[config.mk]
export PLATFORM = sky130hd
export DESIGN_NAME = pixel_merger
export DESIGN_NICKNAME = d
export VERILOG_FILES = /design/src/rtl/pixel_merger.sv
export SDC_FILE = /design/constraint.sdc
export NUM_CORES = 1
export LEC_CHECK = 0
export BUFFER_PORTS_ARGS = -buffer_cell sky130_fd_sc_hd__buf_2
export CAP_MARGIN = 20
export CORE_MARGIN = 4
export CORE_UTILIZATION = 44
export CTS_CLUSTER_DIAMETER = 100
export CTS_CLUSTER_SIZE = 25
export DETAILED_ROUTE_END_ITERATION = 8
export PLACE_DENSITY = 0.71
export SLEW_MARGIN = 20
export SYNTH_ARGS = -nofsm -noshare
export SYNTH_HDL_FRONTEND = slang
export SYNTH_SLANG_ARGS = --single-unit
export TNS_END_PERCENT = 100
[constraint.sdc]
create_clock -name aclk -period 6.3 [get_ports aclk]
set_input_delay 0.63 -clock aclk [delete_from_list [all_inputs] [get_ports aclk]]
set_output_delay 0.63 -clock aclk [all_outputs]
set_load 0.01 [all_outputs]
[src/rtl/pixel_merger.sv]
// rtl/pixel_merger.sv - merges per-core pixel FIFOs into one raster-ordered AXI4-Stream
module pixel_merger #(
  parameter int NUM_CORES  = 4,
  parameter int COLOR_W    = 8,
  parameter int FIFO_DEPTH = 4,
  parameter int DIM_W      = 13
) (
  input  logic                           aclk,
  input  logic                           areset,
  input  logic [NUM_CORES*3*COLOR_W-1:0] core_pixel,
  input  logic [NUM_CORES-1:0]           core_valid,
  output logic [NUM_CORES-1:0]           core_ready,
  input  logic [$clog2(NUM_CORES):0]     extra_cores,
  input  logic [DIM_W-1:0]               image_width,
  input  logic [DIM_W-1:0]               image_height,
  output logic [3*COLOR_W-1:0]           out_tdata,
  output logic                           out_tvalid,
  input  logic                           out_tready,
  output logic                           out_tuser,
  output logic                           out_tlast,
  output logic                           frame_done,
  output logic                           drop_err
);
  localparam int PW = 3*COLOR_W;
  localparam int LW = (NUM_CORES > 1) ? $clog2(NUM_CORES) : 1;
  localparam int AW = $clog2(FIFO_DEPTH);

  typedef enum logic {IDLE, STREAM} state_t;
  state_t state, state_nx;

  logic [PW-1:0]    mem [NUM_CORES][FIFO_DEPTH];
  logic [AW:0]      wr_ptr [NUM_CORES];
  logic [AW:0]      rd_ptr [NUM_CORES];
  logic [NUM_CORES-1:0] full, empty, push;

  logic [LW-1:0]    ptr, ptr_adv;
  logic [DIM_W-1:0] x, y;
  logic             out_eof;
  logic             live_q;

  logic [LW-1:0]    cfg_ext, ext_live, ext_eff;
  logic [DIM_W-1:0] cfg_w, cfg_h, w_live, h_live, w_eff, h_eff;
  logic             cfg_live, end_acc, load, last_x, last_y;
  logic [AW:0]      rd_sel;
  logic [PW-1:0]    head;

  // Clamp/normalise the live configuration inputs.
  always_comb begin
    ext_live = LW'(extra_cores);
    if (int'(extra_cores) >= NUM_CORES) ext_live = LW'(NUM_CORES-1);
    w_live = (image_width  == '0) ? DIM_W'(1) : image_width;
    h_live = (image_height == '0) ? DIM_W'(1) : image_height;
  end

  // Live config applies between frames; a running frame uses the latched copy.
  always_comb begin
    ext_eff = cfg_live ? ext_live : cfg_ext;
    w_eff   = cfg_live ? w_live   : cfg_w;
    h_eff   = cfg_live ? h_live   : cfg_h;
  end

  // FIFO flags, lane handshake and the head entry of the lane under ptr.
  always_comb begin
    for (int i = 0; i < NUM_CORES; i++) begin
      empty[i]      = (wr_ptr[i] == rd_ptr[i]);
      full[i]       = (wr_ptr[i][AW] != rd_ptr[i][AW]) &&
                      (wr_ptr[i][AW-1:0] == rd_ptr[i][AW-1:0]);
      core_ready[i] = live_q && (LW'(i) <= ext_eff) && !full[i];
      push[i]       = core_valid[i] && core_ready[i];
    end
    rd_sel  = rd_ptr[ptr];
    head    = mem[ptr][rd_sel[AW-1:0]];
    load    = !empty[ptr] && (!out_tvalid || out_tready);
    last_x  = (x == w_eff - DIM_W'(1));
    last_y  = (y == h_eff - DIM_W'(1));
    ptr_adv = (ptr == ext_eff) ? '0 : ptr + LW'(1);
  end

  // FSM state register.
  always_ff @(posedge aclk or posedge areset) begin
    if (areset) state <= IDLE;
    else        state <= state_nx;
  end

  // FSM next state: a load in the frame-boundary window starts (or continues) streaming.
  always_comb begin
    state_nx = state;
    case (state)
      IDLE:    if (load) state_nx = STREAM;
      STREAM:  if (end_acc && !load) state_nx = IDLE;
      default: state_nx = IDLE;
    endcase
  end

  // FSM outputs: config is open while idle or in the cycle the frame's last beat leaves.
  always_comb begin
    end_acc  = out_tvalid && out_tready && out_eof;
    cfg_live = (state == IDLE) || end_acc;
  end

  // Latch the frame configuration while it is open.
  always_ff @(posedge aclk or posedge areset) begin
    if (areset) begin
      cfg_ext <= '0;
      cfg_w   <= DIM_W'(1);
      cfg_h   <= DIM_W'(1);
    end else if (cfg_live) begin
      cfg_ext <= ext_live;
      cfg_w   <= w_live;
      cfg_h   <= h_live;
    end
  end

  // FIFO storage; contents need no reset since pointers guard every read.
  always_ff @(posedge aclk) begin
    for (int i = 0; i < NUM_CORES; i++)
      if (push[i]) mem[i][wr_ptr[i][AW-1:0]] <= core_pixel[i*PW +: PW];
  end

  // FIFO pointers.
  always_ff @(posedge aclk or posedge areset) begin
    if (areset) begin
      for (int i = 0; i < NUM_CORES; i++) begin
        wr_ptr[i] <= '0;
        rd_ptr[i] <= '0;
      end
    end else begin
      for (int i = 0; i < NUM_CORES; i++) begin
        if (push[i]) wr_ptr[i] <= wr_ptr[i] + (AW+1)'(1);
        if (load && ptr == LW'(i)) rd_ptr[i] <= rd_ptr[i] + (AW+1)'(1);
      end
    end
  end

  // Output register with raster counters and lane pointer advancing on each load.
  always_ff @(posedge aclk or posedge areset) begin
    if (areset) begin
      out_tvalid <= 1'b0;
      out_tdata  <= '0;
      out_tuser  <= 1'b0;
      out_tlast  <= 1'b0;
      out_eof    <= 1'b0;
      x          <= '0;
      y          <= '0;
      ptr        <= '0;
    end else if (load) begin
      out_tvalid <= 1'b1;
      out_tdata  <= head;
      out_tuser  <= (x == '0) && (y == '0);
      out_tlast  <= last_x;
      out_eof    <= last_x && last_y;
      if (last_x) begin
        x <= '0;
        if (last_y) begin
          y   <= '0;
          ptr <= '0;
        end else begin
          y   <= y + DIM_W'(1);
          ptr <= ptr_adv;
        end
      end else begin
        x   <= x + DIM_W'(1);
        ptr <= ptr_adv;
      end
    end else if (out_tready) begin
      out_tvalid <= 1'b0;
    end
  end

  // Ready enable after reset, frame-done pulse and sticky drop flag.
  always_ff @(posedge aclk or posedge areset) begin
    if (areset) begin
      live_q     <= 1'b0;
      frame_done <= 1'b0;
      drop_err   <= 1'b0;
    end else begin
      live_q     <= 1'b1;
      frame_done <= end_acc;
      if (|(core_valid & ~core_ready)) drop_err <= 1'b1;
    end
  end

endmodule
==> results of run 1 <==
path summary, 6_finish.rpt:
check | to | slack [ns]
max in group asynchronous | ptr[0] | 4.72
setup reg to reg | y[10] | 0.57
min in group aclk | mem[1][36] | 0.26
setup / recovery | y[10] | 0.57
hold / removal | cfg_h[12] | 0.21
hold reg to reg | out_tlast | 0.49
power by group through the flow:
stage,Sequential (mW),Combinational (mW),Clock [mW]
floorplan,4.27,2.49,0
global placement,4.32,3.50,0
detailed placement,4.34,3.55,0
CTS,4.27,3.56,1.81
global route,4.31,3.76,1.95
finish,4.27,3.46,1.78
Yosys cell counts (all sizes together) (3+ instances only):
master,number
mux2i,13
a21boi,15
xor2,23
mux2,35
nor2,41
and2,6
or4,3
o31ai,3
nor4,17
nor3,18
nand3,25
a21oi,11
a221oi,3
xnor2,54
and3,19
inv,54
nor2b,4
ha,30
o21ai,26
buf,16
or3,7
dfrtp,110
nand2b,15
nand2,64
mux4,123
o22ai,12
o211ai,11
clkbuf,38
a211oi,3
nand4,16
a31oi,6
o2bb2ai,3
edfxtp,384
through the flow:
| step | power, mW | area, sq um |
|---|---|---|
| 3_3_place_gp | 7.819 | 22810 |
| 2_1_floorplan | 6.768 | 21200 |
| 3_5_place_dp | 7.886 | 22810 |
| 6_report | 9.508 | 23560 |
| 5_1_grt | 10.02 | 23550 |
| 4_1_cts | 9.639 | 23540 |
state kept, by name (all words and copies together), names as in the netlist, 12 cells and up:
signal     flops
rd_ptr        12
y             13
cfg_w         13
wr_ptr        12
x             13
out_tdata     24
cfg_h         13
mem          384
cell families (layout without fill, tap and decap cells):
| logic type | after synthesis | after routing | share of synthesized area, % |
|---|---|---|---|
| xor gates and xnor gates | 79 | 79 | 3.394 |
| and+or+nand+nor | 243 | 243 | 5.956 |
| other | 1 | 8 | 0.01769 |
| AOI/OAI and AO/OA | 114 | 114 | 3.678 |
| buffers and inverters | 109 | 289 | 2.001 |
| DFF | 496 | 496 | 67.64 |
| adders and majority gates | 30 | 30 | 1.771 |
| muxes | 171 | 171 | 15.54 |
worst max-delay path, delay by kind of cell, from the launching register on:
kind | cells | cell delay [ns]
compound gates | 2 | 0.75
fa+ha+maj | 1 | 0.28
buf+inv | 1 | 0.60
flops | 1 | 0.57
mux | 2 | 0.67
simple gates | 7 | 2.78
layout make-up:
cell class / instances / area share [%]
antenna: 7 / 0.07436
clock buffer: 37 / 2.757
clock inverter: 5 / 0.3293
inverter: 55 / 0.8870
multi-input combinational: 638 / 27.38
sequential: 496 / 60.88
tap: 615 / 3.267
timing repair buffer: 192 / 4.430
per-layer routing:
layer | track usage (%) | vias to the layer above | part of all wire [%]
met5 | 0 | - | 0.26
met4 | 3.318 | 20 | 1.4
met3 | 4.165 | 73 | 7.4
met2 | 32.08 | 437 | 49
met1 | 27.47 | 6125 | 42
li1 | - | 5174 | -
==> impl_metrics.csv, run 1 <==
group,metric,value,unit
run_status,status,"complete, no violations",
yosys,synthesis.area,21200,sq um
clock_tree,post_cts_resized,0,
power_and_ir_drop,p_per_area,403.6,nW/um^2
timing,hold-worst-slack,0.2078,ns
timing,slew_viol_final,0,
die,pin_count,165,
flow_run,maxCapViolCount,0,
placed_design,post-place-ws,0.5020,ns
yosys,async_flop_share,22.58,%
die,start_util,44.49,%
setup_path,rr_startpoint,"out_tvalid",
power_and_ir_drop,p_clk_share,18.7,%
global_routing,grt_overflow_total,0,
power_and_ir_drop,ir_drop,0.0003293,V
drt,ant_nets,0,
clock_tree,ctsHoldBuffers,0,
timing,finalHoldViolCount,0,
power_and_ir_drop,p_sw_share,31.64,%
setup_path,cp_data_required_time,6.81,ns
die,fp.dieH,227.5,microns
die,row_count,80,
timing,period_needed,5.728,ns
placed_design,port_buffers,164,
yosys,syn-mean-instance-area,17.05,sq um
drt,vias,11830,
setup_path,slowest_delay,0.65,ns
hold_path,hold_class,"in2async",
power_and_ir_drop,p_seq_share,44.9,%
drt,drt_iter0_drc,1253,
cells_and_area,seqCellArea,14340,sq um
cells_and_area,drive_above_1_share,27.41,%
global_routing,grt_pass1_wl,75.38,mm
global_routing,track_usage,19.44,%
clock_tree,htree_levels,1,
setup_path,critPathMostFrequentCell,"nand2_1",
yosys,ys.warnings.count,0,
timing,max_slew.worst_pin.slew,1.029,ns
cells_and_area,multi_input_area,6449,sq um
die,die_w,227.5,microns
drt,wl_per_cell,24.59,microns
drt,drt_first_pass_iters,5,
power_and_ir_drop,p_sw,3.008,mW
cells_and_area,area_delta_synth_final,11.14,%
clock_tree,root_buffer,"clkbuf_16",
timing,setup_viol,0,
setup_path,r2r_cells,13,
clock_tree,cts.clk_slew.worst_paths,0.11,ns
die,die_area,51750,sq um
clock_tree,numCtsBuffers,24,
setup_path,crit_type,"reg2reg",
setup_path,critPathMaxFanout,17,
yosys,synth.top_cell.area_share,54.40,%
placed_design,place.gp.congestion,0.8735,
clock_tree,cts.path.max_buffers,3,
setup_path,slowest_stage,"nor4_4",
global_routing,antenna_found_initial,16,
cells_and_area,final_cell_count_no_fill,2045,
clock_tree,clock-sinks,496,
drt,wirelength,50.29,mm
power_and_ir_drop,p_leak,8.491,nW
drt,drt-vias-per-instance,5.784,
setup_path,cp.arrival,6.24,ns
timing,setup_ws,0.5720,ns
clock_tree,cts_tree,"yes",
yosys,synth-edff-count,384,
cells_and_area,fillerInstances,3968,
yosys,yosys.cell_types.count,66,
placed_design,post-place-cells,1996,
cells_and_area,final_common_cell,"edfxtp_1",
yosys,synth_area_leaders,"edfxtp_1 54%, mux4_2 13%, dfrtp_1 13%",
cells_and_area,layout_common_cells,"384 x edfxtp_1, 164 x buf_2, 122 x mux4_2",
yosys,synthCells,1243,
setup_path,crit_chain,"nand3_1 > clkinv_1 > nor2_2 > mux2i_1 > ha_1 > nor2b_1 > nand2_1 > o41ai_1 > mux2_2 > or3b_2 > nor4_4 > nand2_1 > o22ai_1",
yosys,ys_seq_elements,496,
global_routing,grt_max_degree,103,
setup_path,cp-start-kind,"register",
timing,fin_skew,0.01628,ns
power_and_ir_drop,internal_power,6.500,mW
die,core,47650,sq um
global_routing,grt_pass1_vias,11850,
drt,drc_errors,0,
yosys,ys_seq_area_share,67.64,%
setup_path,end_kind,"register",
cells_and_area,finalNetCount,1569,
timing,slew_headroom,30.92,%
yosys,synthFlopType,"edfxtp_1",
yosys,yosysTopAreaCell,"edfxtp_1",
power_and_ir_drop,combinationalPowerShare,36.4,%
yosys,syn_nets,1405,
timing,rsz0062_at_grt,"no",
clock_tree,clock_latency,0.58,ns
timing,fmax,174.6,MHz
timing,period_share,90.92,%
placed_design,hpwl,32.55,mm
cells_and_area,final_util,49.44,%
setup_path,startpoint,"out_tvalid",
clock_tree,cts_setup_buffers,0,
timing,tns,0,ns
No activity file was read; power rests on OpenSTA's default activity.
==> inputs of run 2 (changes only) <==
--- a/config.mk
+++ b/config.mk
@@ -7,11 +7,12 @@
 export LEC_CHECK = 0
 export BUFFER_PORTS_ARGS = -buffer_cell sky130_fd_sc_hd__buf_2
 export CAP_MARGIN = 20
-export CORE_MARGIN = 4
+export CORE_MARGIN = 2
 export CORE_UTILIZATION = 44
 export CTS_CLUSTER_DIAMETER = 100
 export CTS_CLUSTER_SIZE = 25
 export DETAILED_ROUTE_END_ITERATION = 8
+export HOLD_SLACK_MARGIN = 0.15
 export PLACE_DENSITY = 0.71
 export SLEW_MARGIN = 20
 export SYNTH_ARGS = -nofsm -noshare
==> run 2 against run 1 <==
Clock skew rose by 0.0035 ns. Fmax rose by 3.1%. Final area barely moved. Largest cell class unchanged. Critical endpoint unchanged.
==> impl_metrics.csv, run 2 (synthesized netlist as in run 1, its figures left out) <==
group,metric,value,unit
power_and_ir_drop,p_leak,8.493,nW
cells_and_area,finalNetCount,1571,
setup_path,end_kind,"register",
timing,slew_headroom,26.88,%
placed_design,post-place-ws,0.6708,ns
clock_tree,cts_setup_buffers,0,
timing,tns,0,ns
power_and_ir_drop,p_clk_share,18.5,%
cells_and_area,final_area,23570,sq um
placed_design,place.gp.congestion,0.8993,
die,die_area,49940,sq um
clock_tree,numCtsBuffers,24,
setup_path,crit_type,"reg2reg",
power_and_ir_drop,p_sw,3.039,mW
timing,finalHoldViolCount,0,
clock_tree,root_buffer,"clkbuf_16",
setup_path,cp_data_required_time,6.80,ns
cells_and_area,layout_common_cells,"384 x edfxtp_1, 164 x buf_2, 122 x mux4_2",
clock_tree,cts.clk_slew.worst_paths,0.11,ns
cells_and_area,final_common_cell,"edfxtp_1",
clock_tree,clock-sinks,496,
die,fp.dieH,223.5,microns
cells_and_area,area_delta_synth_final,11.19,%
drt,vias,11750,
drt,drt_first_pass_iters,5,
die,pin_count,165,
die,start_util,44.49,%
power_and_ir_drop,internal_power,6.463,mW
power_and_ir_drop,p_per_area,403.2,nW/um^2
placed_design,placed_area,22830,sq um
power_and_ir_drop,ir_drop,0.0004355,V
die,row_count,80,
power_and_ir_drop,power,9.502,mW
timing,setup_ws,0.7438,ns
clock_tree,clock_latency,0.58,ns
drt,drt_iter0_drc,1070,
timing,slew_viol_final,0,
drt,wl_per_cell,24.74,microns
run_status,status,"complete, no violations",
power_and_ir_drop,combinationalPowerShare,36.4,%
drt,drc_errors,0,
timing,rsz0062_at_grt,"no",
cells_and_area,drive_above_1_share,27.33,%
die,die_w,223.5,microns
timing,fin_skew,0.01974,ns
placed_design,port_buffers,164,
global_routing,track_usage,20.34,%
timing,setup_viol,0,
drt,ant_nets,0,
global_routing,grt_pass1_wl,75.67,mm
cells_and_area,largest_register_ffs,384,
clock_tree,cts.path.max_buffers,3,
clock_tree,cts_tree,"yes",
global_routing,grt_overflow_total,0,
timing,period_needed,5.556,ns
hold_path,hold_class,"in2reg",
die,core,47650,sq um
drt,wirelength,50.59,mm
timing,fmax,180.0,MHz
global_routing,antenna_found_initial,14,
power_and_ir_drop,p_sw_share,31.98,%
cells_and_area,final_util,49.46,%
setup_path,critPathMaxFanout,17,
cells_and_area,fillerInstances,3949,
global_routing,grt_pass1_vias,11880,
setup_path,cp.arrival,6.05,ns
global_routing,grt_max_degree,77,
timing,max_slew.worst_pin.slew,1.097,ns
drt,drt-vias-per-instance,5.745,
clock_tree,htree_levels,1,
power_and_ir_drop,p_seq_share,45.1,%
setup_path,cp-start-kind,"register",
timing,period_share,88.19,%
flow_run,maxCapViolCount,0,
placed_design,hpwl,33.31,mm
run 2: repair_timing:
action | in CTS | in global routing
hold endpoints to repair | 8 | 0
hold buffers | 1 | 0
gates resized for setup | 0 | 0
run 2: cell type report:
cell class                      count  area, sq um  area share, %
Sequential cell                   496        14340          60.85
Clock inverter                      4        52.55         0.2230
Antenna cell                        3        7.507        0.03186
Inverter                           55        209.0         0.8866
Timing Repair Buffer              194         1077          4.571
Clock buffer                       40        660.6          2.803
Multi-Input combinational cell    638         6449          27.36
Tap cell                          615        769.5          3.265
run 2: critical path, cell delays in order, from the launching register on:
cell      delay [ns]
dfrtp_1         0.56
nand3_1         0.55
clkinv_1        0.60
nor2_2          0.28
mux2i_1         0.26
ha_1            0.28
nor2b_1         0.22
nand2_1         0.09
o41ai_1         0.52
mux2_2          0.40
or3b_2          0.52
nor4_4          0.49
nand2_1         0.41
o22ai_1         0.28
run 2: per-stage QoR:
stage               hold WS (ns)  std cells
finish                    0.2593       2045
global route              0.2495       2043
CTS                       0.2447       2042
detailed placement        0.4670       1997
global placement          0.4662       1997
floorplan                 0.4607       1243
run 2: final timing paths:
kind | startpoint | end | slack [ns] | cells after the start
max | out_tvalid | y[10] | 0.74 | 13
min | core_pixel[85] | mem[3][37] | 0.26 | 1
max reg2reg | out_tvalid | y[10] | 0.74 | 13
min reg2reg | out_tlast | out_tlast | 0.49 | 1
max in group asynchronous | areset | ptr[0] | 4.40 | 4
min in group asynchronous | areset | cfg_h[12] | 0.69 | 3
run 2: routing by layer:
| layer | wire length [microns] | global-route usage [%] | part of all wire (%) |
|---|---|---|---|
| met1 | 20630 | 27.33 | 41 |
| met5 | 116 | 0 | 0.23 |
| met3 | 3545 | 4.372 | 7.0 |
| met4 | 950 | 4.387 | 1.9 |
| met2 | 25360 | 34.32 | 50 |
run 2: power groups by stage:
stage	logic [mW]	registers [mW]	clock network (mW)
after floorplan	2.49	4.27	0
after global placement	3.46	4.33	0
after detailed placement	3.53	4.36	0
after CTS	3.54	4.29	1.78
after global routing	3.72	4.33	1.89
final	3.46	4.29	1.75
==> inputs of run 3 (changes only) <==
--- a/config.mk
+++ b/config.mk
@@ -7,6 +7,7 @@
 export LEC_CHECK = 0
 export BUFFER_PORTS_ARGS = -buffer_cell sky130_fd_sc_hd__buf_2
 export CAP_MARGIN = 20
+export CORE_ASPECT_RATIO = 2
 export CORE_MARGIN = 2
 export CORE_UTILIZATION = 44
 export CTS_CLUSTER_DIAMETER = 100
==> run 3 against run 2 <==
Final area about the same. Utilization rose by 0.18 points. Sequential share of layout area about the same. Via count rose by 0.43%. Total power up 1.0%. Register-to-register slack better by 0.13 ns. Combinational power rose by 2%. Clock skew grew 0.0083 ns. Critical path type unchanged. Critical endpoint is now y[4].
==> impl_metrics.csv, run 3 (synthesized netlist as in run 1, its figures left out) <==
group,metric,value,unit
clock_tree,htree_levels,1,
drt,wirelength,54.26,mm
run_status,status,"complete, no violations",
placed_design,port_buffers,164,
die,fp.dieH,314.4,microns
global_routing,grt_overflow_total,0,
die,pin_count,165,
global_routing,grt_pass1_wl,80.47,mm
drt,drc_errors,0,
cells_and_area,area_delta_synth_final,11.26,%
cells_and_area,final_common_cell,"edfxtp_1",
setup_path,end_kind,"register",
timing,slew_viol_final,0,
timing,setup_viol,0,
timing,period_needed,5.423,ns
setup_path,crit_type,"reg2reg",
setup_path,cp_data_required_time,6.80,ns
timing,tns,0,ns
drt,drt_iter0_drc,903,
setup_path,critPathMaxFanout,15,
cells_and_area,finalNetCount,1570,
timing,slew_headroom,36.12,%
timing,hold-worst-slack,0.1662,ns
drt,wl_per_cell,26.24,microns
placed_design,post-place-cells,2014,
timing,fmax,184.4,MHz
clock_tree,ctsHoldBuffers,0,
cells_and_area,fillerInstances,4017,
clock_tree,cts_setup_buffers,0,
power_and_ir_drop,p_leak,8.487,nW
setup_path,r2r_cells,12,
drt,drt-vias-per-instance,5.705,
hold_path,hold_class,"in2async",
power_and_ir_drop,p_per_area,407.1,nW/um^2
global_routing,antenna_found_initial,12,
timing,max_slew.worst_pin.slew,0.9582,ns
global_routing,track_usage,21.83,%
die,row_count,113,
clock_tree,post_cts_resized,0,
timing,rsz0062_at_grt,"no",
drt,drt_first_pass_iters,7,
clock_tree,cts.clk_slew.worst_paths,0.10,ns
cells_and_area,drive_above_1_share,27.28,%
die,core,47510,sq um
global_routing,grt_max_degree,69,
cells_and_area,final_area,23580,sq um
die,die_w,159.2,microns
drt,ant_nets,0,
clock_tree,numCtsBuffers,24,
placed_design,placed_area,22830,sq um
drt,vias,11800,
placed_design,hpwl,38.01,mm
clock_tree,clock_latency,0.58,ns
flow_run,maxCapViolCount,0,
timing,finalHoldViolCount,0,
cells_and_area,layout_common_cells,"384 x edfxtp_1, 164 x buf_2, 122 x mux4_2",
global_routing,grt_pass1_vias,12660,
setup_path,cp.arrival,5.92,ns
cells_and_area,final_cell_count_no_fill,2068,
clock_tree,clock-sinks,496,
clock_tree,cts_tree,"yes",
power_and_ir_drop,ir_drop,0.0003633,V
placed_design,place.gp.congestion,0.9221,
cells_and_area,largest_register_ffs,384,
die,start_util,44.62,%
cells_and_area,multi_input_area,6449,sq um
clock_tree,root_buffer,"clkbuf_16",
setup_path,cp-start-kind,"register",
timing,fin_skew,0.02805,ns
clock_tree,cts.path.max_buffers,3,
timing,period_share,86.08,%
cells_and_area,seqCellArea,14340,sq um
die,die_area,50050,sq um
==> run 3: cell count changes in the layout (fill, tap and decap cells not counted), sizes merged <==
cell / previous run / this run
dlygate4sd3: 1 / 0
diode: 3 / 10
clkbuf: 40 / 42
inv: 56 / 54
==> run 3: through the flow <==
stage / power (mW) / setup WS [ns] / util (%)
after CTS: 9.739 / 0.8623 / 49.59
after global placement: 7.925 / 0.8997 / 48.05
after detailed placement: 8.018 / 0.7039 / 48.05
final: 9.601 / 0.8773 / 49.64
after global routing: 10.05 / 0.4175 / 49.64
after floorplan: 6.768 / 1.694 / -
==> run 3: cell type report <==
type                       count  area share [%]
antenna                       10          0.1061
clock buffer                  42           2.924
clock inverter                 2          0.1645
inverter                      55          0.8861
multi-input combinational    638           27.35
sequential                   496           60.82
tap                          632           3.353
timing repair buffer         193           4.404
==> run 3: metal layers <==
layer	wire length (microns)	track usage, %	vias up
met5	13	0	-
met1	18150	22.83	6115
met3	2434	2.543	91
li1	-	-	5174
met2	31040	42.98	416
met4	2619	10.21	2
==> run 3: final timing paths <==
| check | start | to | slack [ns] |
|---|---|---|---|
| min in group aclk | core_pixel[23] | mem[0][23] | 0.27 |
| worst min register to register | wr_ptr[5] | wr_ptr[5] | 0.49 |
| worst max-delay path | out_tvalid | y[4] | 0.88 |
| worst min-delay path | areset | out_tdata[2] | 0.17 |
| max in group asynchronous | areset | ptr[0] | 4.59 |
| worst max register to register | out_tvalid | y[4] | 0.88 |
==> run 3: critical path, stage by stage (launching register included) <==
cell	delay, ns
dfrtp_1	0.61
nand3_1	0.57
and3_1	0.41
a221oi_1	0.43
ha_1	0.33
nor2b_1	0.24
nand2_1	0.10
o41ai_1	0.49
mux2_2	0.39
or3b_2	0.51
nor4_4	0.56
nand2_1	0.41
o22ai_1	0.27
==> run 3: where the power goes <==
| part | switching (mW) | internal, mW |
|---|---|---|
| sequential | 0.316 | 4.00 |
| combinational | 1.81 | 1.73 |
| clock | 0.987 | 0.762 |
